$ cat src/rtl/axil_master_if.sv
// rtl/axil_master_if.sv - AXI4-lite bus interface (axi_if) shared by initiators and slaves
interface axi_if #(
  parameter int P_ASIZE  = 32,
  parameter int P_DBYTES = 4
);
  logic [P_ASIZE-1:0]    awaddr;
  logic                  awvalid;
  logic                  awready;
  logic [P_DBYTES*8-1:0] wdata;
  logic [P_DBYTES-1:0]   wstrb;
  logic                  wvalid;
  logic                  wready;
  logic [1:0]            bresp;
  logic                  bvalid;
  logic                  bready;
  logic [P_ASIZE-1:0]    araddr;
  logic [2:0]            arsize;
  logic                  arvalid;
  logic                  arready;
  logic [P_DBYTES*8-1:0] rdata;
  logic [1:0]            rresp;
  logic                  rvalid;
  logic                  rready;

  modport master (
    output awaddr, awvalid, wdata, wstrb, wvalid, bready,
    output araddr, arsize, arvalid, rready,
    input  awready, wready, bresp, bvalid, arready, rdata, rresp, rvalid
  );

  modport slave (
    input  awaddr, awvalid, wdata, wstrb, wvalid, bready,
    input  araddr, arsize, arvalid, rready,
    output awready, wready, bresp, bvalid, arready, rdata, rresp, rvalid
  );
endinterface

$ cat src/rtl/axil_master.sv
// rtl/axil_master.sv - single-outstanding AXI4-lite initiator behind a cmd/rsp port
// Optional watchdog enabled by defining AXIL_MASTER_TIMEOUT_EN.
module axil_master #(
  parameter int P_ASIZE  = 32,
  parameter int P_DBYTES = 4,
  parameter int P_TMO    = 255
) (
  input  logic                  clk,
  input  logic                  rst_n,
  input  logic                  cmd_valid,
  output logic                  cmd_ready,
  input  logic                  cmd_write,
  input  logic [P_ASIZE-1:0]    cmd_addr,
  input  logic [P_DBYTES*8-1:0] cmd_wdata,
  input  logic [P_DBYTES-1:0]   cmd_wstrb,
  input  logic [2:0]            cmd_size,
  output logic                  rsp_valid,
  input  logic                  rsp_ready,
  output logic                  rsp_write,
  output logic [1:0]            rsp_resp,
  output logic [P_DBYTES*8-1:0] rsp_rdata,
  output logic                  rsp_tmo,
  axi_if.master                 m
);
  typedef enum logic [2:0] {IDLE, WR, WRESP, RADDR, RDATA, RSP} state_t;

  state_t state, state_d;
  logic   aw_done, w_done, aw_done_d, w_done_d;
  logic   tmo_hit, tmo_take;
  logic   cmd_take, b_take, r_take;

  assign cmd_ready = (state == IDLE);
  assign cmd_take  = cmd_valid & cmd_ready;
  assign b_take    = (state == WRESP) & m.bvalid & m.bready;
  assign r_take    = (state == RDATA) & m.rvalid & m.rready;

  always_comb begin
    state_d   = state;
    aw_done_d = aw_done;
    w_done_d  = w_done;
    tmo_take  = 1'b0;
    case (state)
      IDLE: begin
        if (cmd_valid) begin
          state_d   = cmd_write ? WR : RADDR;
          aw_done_d = 1'b0;
          w_done_d  = 1'b0;
        end
      end
      WR: begin
        // AW and W complete independently; leave only when both are done.
        if (m.awvalid && m.awready) aw_done_d = 1'b1;
        if (m.wvalid && m.wready)   w_done_d  = 1'b1;
        if (aw_done_d && w_done_d)  state_d   = WRESP;
        else if (tmo_hit)           tmo_take  = 1'b1;
      end
      WRESP: begin
        if (b_take)       state_d  = RSP;
        else if (tmo_hit) tmo_take = 1'b1;
      end
      RADDR: begin
        if (m.arvalid && m.arready) state_d  = RDATA;
        else if (tmo_hit)           tmo_take = 1'b1;
      end
      RDATA: begin
        if (r_take)       state_d  = RSP;
        else if (tmo_hit) tmo_take = 1'b1;
      end
      RSP: begin
        if (rsp_ready) state_d = IDLE;
      end
      default: state_d = IDLE;
    endcase
    if (tmo_take) state_d = RSP;
  end

  always_ff @(posedge clk or negedge rst_n) begin
    if (!rst_n) begin
      state     <= IDLE;
      aw_done   <= 1'b0;
      w_done    <= 1'b0;
      m.awvalid <= 1'b0;
      m.wvalid  <= 1'b0;
      m.bready  <= 1'b0;
      m.arvalid <= 1'b0;
      m.rready  <= 1'b0;
      m.awaddr  <= '0;
      m.araddr  <= '0;
      m.wdata   <= '0;
      m.wstrb   <= '0;
      m.arsize  <= '0;
      rsp_valid <= 1'b0;
      rsp_write <= 1'b0;
      rsp_resp  <= '0;
      rsp_rdata <= '0;
    end else begin
      state     <= state_d;
      aw_done   <= aw_done_d;
      w_done    <= w_done_d;
      // Handshake outputs are pure functions of the next state, so they stay registered.
      m.awvalid <= (state_d == WR) && !aw_done_d;
      m.wvalid  <= (state_d == WR) && !w_done_d;
      m.bready  <= (state_d == WRESP);
      m.arvalid <= (state_d == RADDR);
      m.rready  <= (state_d == RDATA);
      rsp_valid <= (state_d == RSP);
      if (cmd_take) begin
        m.awaddr <= cmd_addr;
        m.araddr <= cmd_addr;
        m.wdata  <= cmd_wdata;
        m.wstrb  <= cmd_wstrb;
        m.arsize <= cmd_size;
      end
      if (b_take) begin
        rsp_write <= 1'b1;
        rsp_resp  <= m.bresp;
        rsp_rdata <= '0;
      end else if (r_take) begin
        rsp_write <= 1'b0;
        rsp_resp  <= m.rresp;
        rsp_rdata <= m.rdata;
      end else if (tmo_take) begin
        rsp_write <= (state == WR) || (state == WRESP);
        rsp_resp  <= 2'b10;
        rsp_rdata <= '0;
      end
    end
  end

`ifdef AXIL_MASTER_TIMEOUT_EN
  localparam int CW = ($clog2(P_TMO + 1) > 8) ? $clog2(P_TMO + 1) : 8;
  logic [CW-1:0] tmo_cnt;

  assign tmo_hit = (tmo_cnt == CW'(P_TMO));

  always_ff @(posedge clk or negedge rst_n) begin
    if (!rst_n) begin
      tmo_cnt <= '0;
    end else if (state_d != state) begin
      tmo_cnt <= '0;
    end else if (state inside {WR, WRESP, RADDR, RDATA}) begin
      tmo_cnt <= tmo_cnt + 1'b1;
    end
  end

  always_ff @(posedge clk or negedge rst_n) begin
    if (!rst_n) begin
      rsp_tmo <= 1'b0;
    end else if (tmo_take) begin
      rsp_tmo <= 1'b1;
    end else if (b_take || r_take) begin
      rsp_tmo <= 1'b0;
    end
  end
`else
  logic unused_tmo;
  assign unused_tmo = (P_TMO == 0);
  assign tmo_hit    = 1'b0;
  assign rsp_tmo    = 1'b0;
`endif
endmodule
$ cat src/flat_wrapper.sv
// flat-port wrapper written by rule: the top's interface ports become plain ports
module axil_master_flat 
#(
  parameter int P_ASIZE  = 32,
  parameter int P_DBYTES = 4,
  parameter int P_TMO    = 255
)
  (clk, rst_n, cmd_valid, cmd_ready, cmd_write, cmd_addr, cmd_wdata, cmd_wstrb, cmd_size, rsp_valid, rsp_ready, rsp_write, rsp_resp, rsp_rdata, rsp_tmo, m_awaddr, m_awvalid, m_wdata, m_wstrb, m_wvalid, m_bready, m_araddr, m_arsize, m_arvalid, m_rready, m_awready, m_wready, m_bresp, m_bvalid, m_arready, m_rdata, m_rresp, m_rvalid);
  axi_if #(.P_ASIZE(P_ASIZE), .P_DBYTES(P_DBYTES)) m_i ();
  input  logic clk;
  input  logic rst_n;
  input  logic cmd_valid;
  output logic cmd_ready;
  input  logic cmd_write;
  input  logic [P_ASIZE-1:0] cmd_addr;
  input  logic [P_DBYTES*8-1:0] cmd_wdata;
  input  logic [P_DBYTES-1:0] cmd_wstrb;
  input  logic [2:0] cmd_size;
  output logic rsp_valid;
  input  logic rsp_ready;
  output logic rsp_write;
  output logic [1:0] rsp_resp;
  output logic [P_DBYTES*8-1:0] rsp_rdata;
  output logic rsp_tmo;
  output wire logic [$bits(m_i.awaddr)-1:0] m_awaddr;
  output wire logic [$bits(m_i.awvalid)-1:0] m_awvalid;
  output wire logic [$bits(m_i.wdata)-1:0] m_wdata;
  output wire logic [$bits(m_i.wstrb)-1:0] m_wstrb;
  output wire logic [$bits(m_i.wvalid)-1:0] m_wvalid;
  output wire logic [$bits(m_i.bready)-1:0] m_bready;
  output wire logic [$bits(m_i.araddr)-1:0] m_araddr;
  output wire logic [$bits(m_i.arsize)-1:0] m_arsize;
  output wire logic [$bits(m_i.arvalid)-1:0] m_arvalid;
  output wire logic [$bits(m_i.rready)-1:0] m_rready;
  input wire logic [$bits(m_i.awready)-1:0] m_awready;
  input wire logic [$bits(m_i.wready)-1:0] m_wready;
  input wire logic [$bits(m_i.bresp)-1:0] m_bresp;
  input wire logic [$bits(m_i.bvalid)-1:0] m_bvalid;
  input wire logic [$bits(m_i.arready)-1:0] m_arready;
  input wire logic [$bits(m_i.rdata)-1:0] m_rdata;
  input wire logic [$bits(m_i.rresp)-1:0] m_rresp;
  input wire logic [$bits(m_i.rvalid)-1:0] m_rvalid;
  assign m_awaddr = m_i.awaddr;
  assign m_awvalid = m_i.awvalid;
  assign m_wdata = m_i.wdata;
  assign m_wstrb = m_i.wstrb;
  assign m_wvalid = m_i.wvalid;
  assign m_bready = m_i.bready;
  assign m_araddr = m_i.araddr;
  assign m_arsize = m_i.arsize;
  assign m_arvalid = m_i.arvalid;
  assign m_rready = m_i.rready;
  assign m_i.awready = m_awready;
  assign m_i.wready = m_wready;
  assign m_i.bresp = m_bresp;
  assign m_i.bvalid = m_bvalid;
  assign m_i.arready = m_arready;
  assign m_i.rdata = m_rdata;
  assign m_i.rresp = m_rresp;
  assign m_i.rvalid = m_rvalid;
  axil_master #(.P_ASIZE(P_ASIZE), .P_DBYTES(P_DBYTES), .P_TMO(P_TMO)) u_core (.clk(clk), .rst_n(rst_n), .cmd_valid(cmd_valid), .cmd_ready(cmd_ready), .cmd_write(cmd_write), .cmd_addr(cmd_addr), .cmd_wdata(cmd_wdata), .cmd_wstrb(cmd_wstrb), .cmd_size(cmd_size), .rsp_valid(rsp_valid), .rsp_ready(rsp_ready), .rsp_write(rsp_write), .rsp_resp(rsp_resp), .rsp_rdata(rsp_rdata), .rsp_tmo(rsp_tmo), .m(m_i));
endmodule
$ cat config.mk
export PLATFORM = sky130hd
export DESIGN_NAME = axil_master_flat
export DESIGN_NICKNAME = d
export VERILOG_FILES = /design/src/rtl/axil_master_if.sv /design/src/rtl/axil_master.sv /design/src/flat_wrapper.sv
export SDC_FILE = /design/constraint.sdc
export NUM_CORES = 1
export LEC_CHECK = 0
export CORE_ASPECT_RATIO = 0.6
export CORE_MARGIN = 5
export CORE_UTILIZATION = 35
export DETAILED_ROUTE_END_ITERATION = 6
export PLACE_DENSITY = 0.72
export RECOVER_POWER = 25
export REMOVE_ABC_BUFFERS = 1
export SYNTH_ARGS = -nofsm -noshare
export SYNTH_HDL_FRONTEND = slang
export SYNTH_SLANG_ARGS = --single-unit
$ cat constraint.sdc
create_clock -name clk -period 2.71 [get_ports clk]
set_input_delay 0.542 -clock clk [delete_from_list [all_inputs] [get_ports clk]]
set_output_delay 0.542 -clock clk [all_outputs]
set_load 0.02 [all_outputs]
; ---- Yosys cells after proc, flatten, opt, wreduce, memory -nomap -nowiden
; Index checks and enable logic that the tools add are counted.
[classes]
eq_ne = 10
muxes = 22
bitwise_logic = 5
reduce_logical = 10
[op_table]
columns = operator, count
row1 = 32-bit 2-to-1 mux, 2
row2 = 3-bit 2-to-1 mux, 6
row3 = 3-bit case mux with 6 select lines, 1
row4 = "3-bit by 2-bit equality test with 1-bit output, second input constant", 4
row5 = "3-bit equality test, second input constant", 4
row6 = 1-bit 2-to-1 mux, 8
row7 = "3-bit by 1-bit equality test with 1-bit output, second input constant", 2
row8 = 1-bit logical AND, 6
row9 = 2-bit 2-to-1 mux, 3
row10 = 1-bit bitwise AND, 5
row11 = 1-bit case mux with 2 select lines, 2
row12 = 3-bit logical NOT, 1
row13 = 1-bit logical NOT, 2
row14 = 2-bit nonzero test, 1
[word_totals]
ff_bits = 117
inputBits = 117
output_inout_bits = 146
wordCells = 63

; ---- Longest topological paths before layout
[logic_depth]
ltp_word = 8
mapped_depth = 7
ltp_nobuf = 4

; ---- Least setup slack after synthesis
; No wires, ideal clock.
[synth_timing]
kind = reg-to-reg
from = reg u_core.state[1]
to = reg u_core.m.awvalid
setup_ps = 136
arrival_time_ps = 1666
t_required_ps = 2574
path_slack_ps = 908
path_stages_with_launch = 7
n_path_buf = 2
synth_period_minus_slack_ps = 1802
path_cell_list = dfrtp_1 > buf_6 > nor3_1 > nand2_1 > buf_6 > o221ai_1 > a21oi_1
[synth_via]
elab_cells_between_ends = 21
cone_classes = 6 x eq/ne / 8 x mux / 4 x bitwise / 3 x reduce/logical
[synth_lines]
columns = item, line
row1 = "start, declared", axil_master.sv:27  ; state_t state, state_d;
row2 = "start signal, assigned", axil_master.sv:97  ; state <= state_d;
row3 = 3-bit logical NOT *, --
row4 = via cmd_ready, flat_wrapper.sv:13  ; output logic cmd_ready;
row5 = 3-bit case mux with 6 select lines or 1-bit case mux with 2 select lines (tied branches), axil_master.sv:42  ; case (state)
row6 = 3-bit by 1-bit equality test with 1-bit output or 1-bit logical NOT (tied branches), axil_master.sv:101  ; m.awvalid <= (state_d == WR) && !aw_done_d;
row7 = 1-bit logical AND *, axil_master.sv:101
row8 = "end signal, assigned", axil_master.sv:101
row9 = "end, declared", axil_master_if.sv:26  ; output awaddr, awvalid, wdata, wstrb, wvalid, bready,
; The timed path passes the listed nets; every way through them passes the cells marked *.
; A chain may end at the register's enable or synchronous reset.

; ---- Worst setup path after layout
[layout_timing]
from = reg u_core.state[1]
to = out cmd_ready
[layout_via]
elab_chain_len = 1
[layout_rtl]
columns = item, line
row1 = 3-bit logical NOT, axil_master.sv:32  ; assign cmd_ready = (state == IDLE);
row2 = "end, declared", flat_wrapper.sv:13
; No other way between the ends.

==> metrics.md <==
| Metric | Value |
|---|---|
| Static Leakage | `3.703 nW` |
| Area fraction of the dominant cell type after synthesis | `0.6070` |
| Core area | `13580 um^2` |
| Area of the die | `roughly 16000 um^2` |
| Synthesized flop and latch total | `around 120` |
| Yosys warning count | `0` |
| Compound-gate portion of the synthesized area | `0.09105` |
| Detailed router's first-iteration violation count | `between 200 and 250` |
| Run status | `finished, final reports clean` |
| Sequential cell area fraction in the yosys report | `0.6070` |
| Ports placed on the boundary | `263` |
| Maximum ir drop on the vdd rail | `554.2 uV` |
| Ordered list of cells on the worst path | `nor3_1, clkdlybuf4s50_1` |
| # clock sinks | `approximately 120` |
| Combinational family with the most area after synthesis | `simple AND/OR/NAND/NOR gates` |
| Master of the slowest instance on the critical path | `sky130_fd_sc_hd__clkdlybuf4s50_1` |
| Number of global-route vias before repair | `approximately 4300` |
| Clock tree skew after final layout | `between 0.01 and 0.015 ns` |
| Vertical die dimension | `approximately 100 um` |
| Die extent in x | `~160 um` |
| Number of nets in the layout | `~820` |
| Mean Syn Cell Area | `about 10 um^2` |
| Arrival time at the worst endpoint | `2.04 ns` |
| Relative area change from synthesis to final layout | `63.42%` |
| Port Buffers | `261` |
| Minimum clock period after layout | `about 2.6 ns` |
| Worst-path clk slew | `around 0.060 ns` |
| Cell Count Post-Placement | `around 860` |
| Fin cells | `about 890` |
| Total power | `9.326 mW` |
| RSZ-0062 raised after global routing | `false` |
| Setup-failing EPs final | `0` |
| Fraction of layout cells with a size suffix above 1 | `0.06407` |
| Total of cells resized after clock tree synthesis | `0` |
| Largest fanout on the critical path | `12` |
| Portion of netlist area occupied by mux cells | `0` |
| Post-synth design cell area | `about 4800 um^2` |
| Category of the most critical setup path | `reg2out` |
| Clock buffer count from CTS | `17` |
| Number of vias per cell after detailed routing | `about 4.6` |
| Vias | `4117` |
| H-tree depth reported by CTS | `4` |
| Class of the worst hold path | `in2async` |
| Global router's overall resource usage | `0.1766` |
| Crit path launch type | `flip-flop` |
| Largest net degree at the start of global routing | `57` |
| Category of the worst setup path capture point | `output port` |
| Post-DP Area | `between 7000 and 8000 um^2` |
| Required time at the endpoint of the critical path | `about 2.2 ns` |
| Dominant cell type by area after synthesis | `sky130_fd_sc_hd__dfrtp_1` |
| Most area-consuming cells after synthesis | `sky130_fd_sc_hd__dfrtp_1, sky130_fd_sc_hd__nand2_1, sky130_fd_sc_hd__a22o_1, sky130_fd_sc_hd__buf_4, sky130_fd_sc_hd__buf_6` |
| Final hold vios | `0` |
| Total wire length | `14350 um` |
| Longest Clk Path Bufs | `2` |
| Arithmetic-cell share of the synthesized area counting full adders, half adders and majority gates | `0` |
| CTS tree | `done` |
| Average detailed-routed wire length per instance | `about 16 um` |
| Crit-path max cell delay | `just under 0.7 ns` |
| P per Cell Area | `between 1000 and 1500 nW/um^2` |
| Initial DRT Pass Iterations | `4` |
| Measured slew at the worst slew-check pin | `1.238 ns` |
| Hold bufs inserted after CTS | `0` |
| Maximum Capacitance Violations | `0` |
| Filler cell count | `1130` |
| Row cnt | `33` |
| Master cell of the clock root buffer | `sky130_fd_sc_hd__clkbuf_16` |
| Fraction of the cycle the final worst path needs | `0.9532` |
| Xor/xnor cell area share of the yosys netlist | `0` |
| Post-detail-place hpwl | `10530 um` |
| Final weighted congestion in routability-driven placement | `0.8934` |
| Basic-gate share of the synthesized area counting and, or, nand and nor cells | `0.2042` |
| Wire length of the first global-routing pass | `22840 um` |
| Global route overflow | `0` |
| Antenna violation net count after detailed routing | `0` |
| Maximum achievable frequency | `around 0.39 GHz` |
| DR DRC count | `0` |
| Antenna diodes | `0` |
| Number of buffers added for setup after CTS | `0` |
| Final non-filler cell area | `roughly 8000 um^2` |
| Instance count of the mapped netlist | `around 480` |
| Slew Limit Headroom | `0.1747` |
| Initial Util | `0.3551` |
| Antenna violations before repair | `0` |
| Final Slew Violations | `0` |
| Insertion delay to the later sink of the worst-skew pair | `approximately 0.40 ns` |
| Count of unique library cells instantiated by Yosys | `28` |
## registers in the layout (all words and copies together) (netlist names)
register and count:
u_core.m.rready 1, u_core.rsp_rdata 32, u_core.state 3, u_core.rsp_resp 2, u_core.m.araddr 32, u_core.w_done 1, u_core.m.arsize 3, u_core.m.awvalid 1
u_core.m.wstrb 4, u_core.rsp_valid 1, u_core.m.bready 1, u_core.m.wvalid 1, u_core.m.wdata 32, u_core.m.arvalid 1, u_core.rsp_write 1, u_core.aw_done 1
## path summary, 6_finish.rpt
| check | slack (ns) | endpoint | depth (start not counted) | start |
|---|---|---|---|---|
| max | 0.13 | cmd_ready | 2 | u_core.state[1]$_DFF_PN0_ |
| min reg2reg | 0.47 | u_core.m.wdata[31]$_DFFE_PN0P_ | 2 | u_core.m.wdata[31]$_DFFE_PN0P_ |
| max reg2reg | 0.84 | u_core.rsp_rdata[15]$_DFFE_PN0P_ | 4 | u_core.state[2]$_DFF_PN0_ |
| min in group clk | 0.47 | u_core.m.wdata[31]$_DFFE_PN0P_ | 2 | u_core.m.wdata[31]$_DFFE_PN0P_ |
| min | 0.39 | u_core.m.wdata[3]$_DFFE_PN0P_ | 1 | rst_n |
| max in group asynchronous | 0.85 | u_core.m.wdata[27]$_DFFE_PN0P_ | 2 | rst_n |
## routing by layer
metal | global-route usage | wire [um] | vias to the layer above
met5 | 0 | 0 | -
met4 | 0.05177 | 231 | 0
li1 | - | - | 1963
met2 | 0.2673 | 6571 | 176
met3 | 0.06702 | 1214 | 21
met1 | 0.2379 | 6330 | 1957
## critical path: cells and delay by family, from the launching register on
kind	cells	cell delay [ns]
flip-flops	1	0.53
AND/OR/NAND/NOR	1	0.43
buffers and inverters	1	0.69
## cell families (layout without fill, tap and decap cells)
logic type             Yosys count  count (layout)
AND/OR/NAND/NOR                237             237
buffers and inverters           65             308
flip-flops                     117             117
other                            1               1
AO/OA/AOI/OAI                   55              55
## cell usage after synthesis
library cell,n
sky130_fd_sc_hd__a211o_1,2
sky130_fd_sc_hd__nor4b_2,1
sky130_fd_sc_hd__nor3_4,1
sky130_fd_sc_hd__a22o_1,34
sky130_fd_sc_hd__dfrtp_1,117
sky130_fd_sc_hd__nand3_1,1
sky130_fd_sc_hd__and3b_1,1
sky130_fd_sc_hd__o221ai_1,2
sky130_fd_sc_hd__o22ai_1,1
sky130_fd_sc_hd__conb_1,1
sky130_fd_sc_hd__a211oi_1,2
sky130_fd_sc_hd__nand4b_1,2
sky130_fd_sc_hd__nand4bb_1,2
sky130_fd_sc_hd__nor4_2,1
sky130_fd_sc_hd__buf_6,11
sky130_fd_sc_hd__nand3b_1,2
sky130_fd_sc_hd__or2_2,1
sky130_fd_sc_hd__nor2_4,2
sky130_fd_sc_hd__buf_2,14
sky130_fd_sc_hd__a21oi_1,8
sky130_fd_sc_hd__or3b_1,1
sky130_fd_sc_hd__a21o_1,4
sky130_fd_sc_hd__inv_1,7
sky130_fd_sc_hd__buf_4,33
sky130_fd_sc_hd__nor3_1,1
sky130_fd_sc_hd__nor2_1,3
sky130_fd_sc_hd__o21bai_1,2
sky130_fd_sc_hd__nand2_1,218
## placed cells by master, fill, tap and decap left out, drive strengths merged
cell type / count
nand3b: 2
or2: 1
buf: 6
nand2: 218
o21bai: 2
clkinv: 5
nand3: 1
a22o: 34
inv: 9
nor2: 5
conb: 1
a211o: 2
a211oi: 2
nor3: 2
clkdlybuf4s50: 260
dfrtp: 117
clkinvlp: 4
clkbuf: 21
or3b: 1
nor4b: 1
bufinv: 3
o221ai: 2
and3b: 1
nor4: 1
nand4b: 2
a21o: 4
nand4bb: 2
o22ai: 1
a21oi: 8
## power breakdown
group | switching, mW | leakage (nW) | internal (mW) | total (mW)
Clock | 0.816 | 0.283 | 1.45 | 2.27
Combinational | 2.25 | 1.91 | 1.96 | 4.21
Sequential | 0.463 | 1.51 | 2.39 | 2.85
Total | 3.53 | 3.70 | 5.80 | 9.33
## final cells by class
cell class	instances	area, um^2	share of cell area
clock buffers	18	429.2	0.05444
well taps	175	219.0	0.02778
flip-flops and latches	117	2928	0.3714
clock inverters	14	177.7	0.02254
repair buffers	269	2664	0.3379
multi-input cells	293	1439	0.1825
inverters	7	26.28	0.003333
## stage by stage
step / utilization / setup WS [ns] / TNS (ns) / hold WS (ns)
detailed placement: 0.5370 / 0.5387 / 0 / 0.4639
global route: 0.5803 / 0.05004 / 0 / 0.4993
floorplan: - / -1.395 / -84.69 / 0.2464
CTS: 0.5817 / 0.1200 / 0 / 0.1799
finish: 0.5803 / 0.1267 / 0 / 0.3922
global placement: 0.5370 / 0.5769 / 0 / 0.4566
No activity file was read; power rests on OpenSTA's default activity.
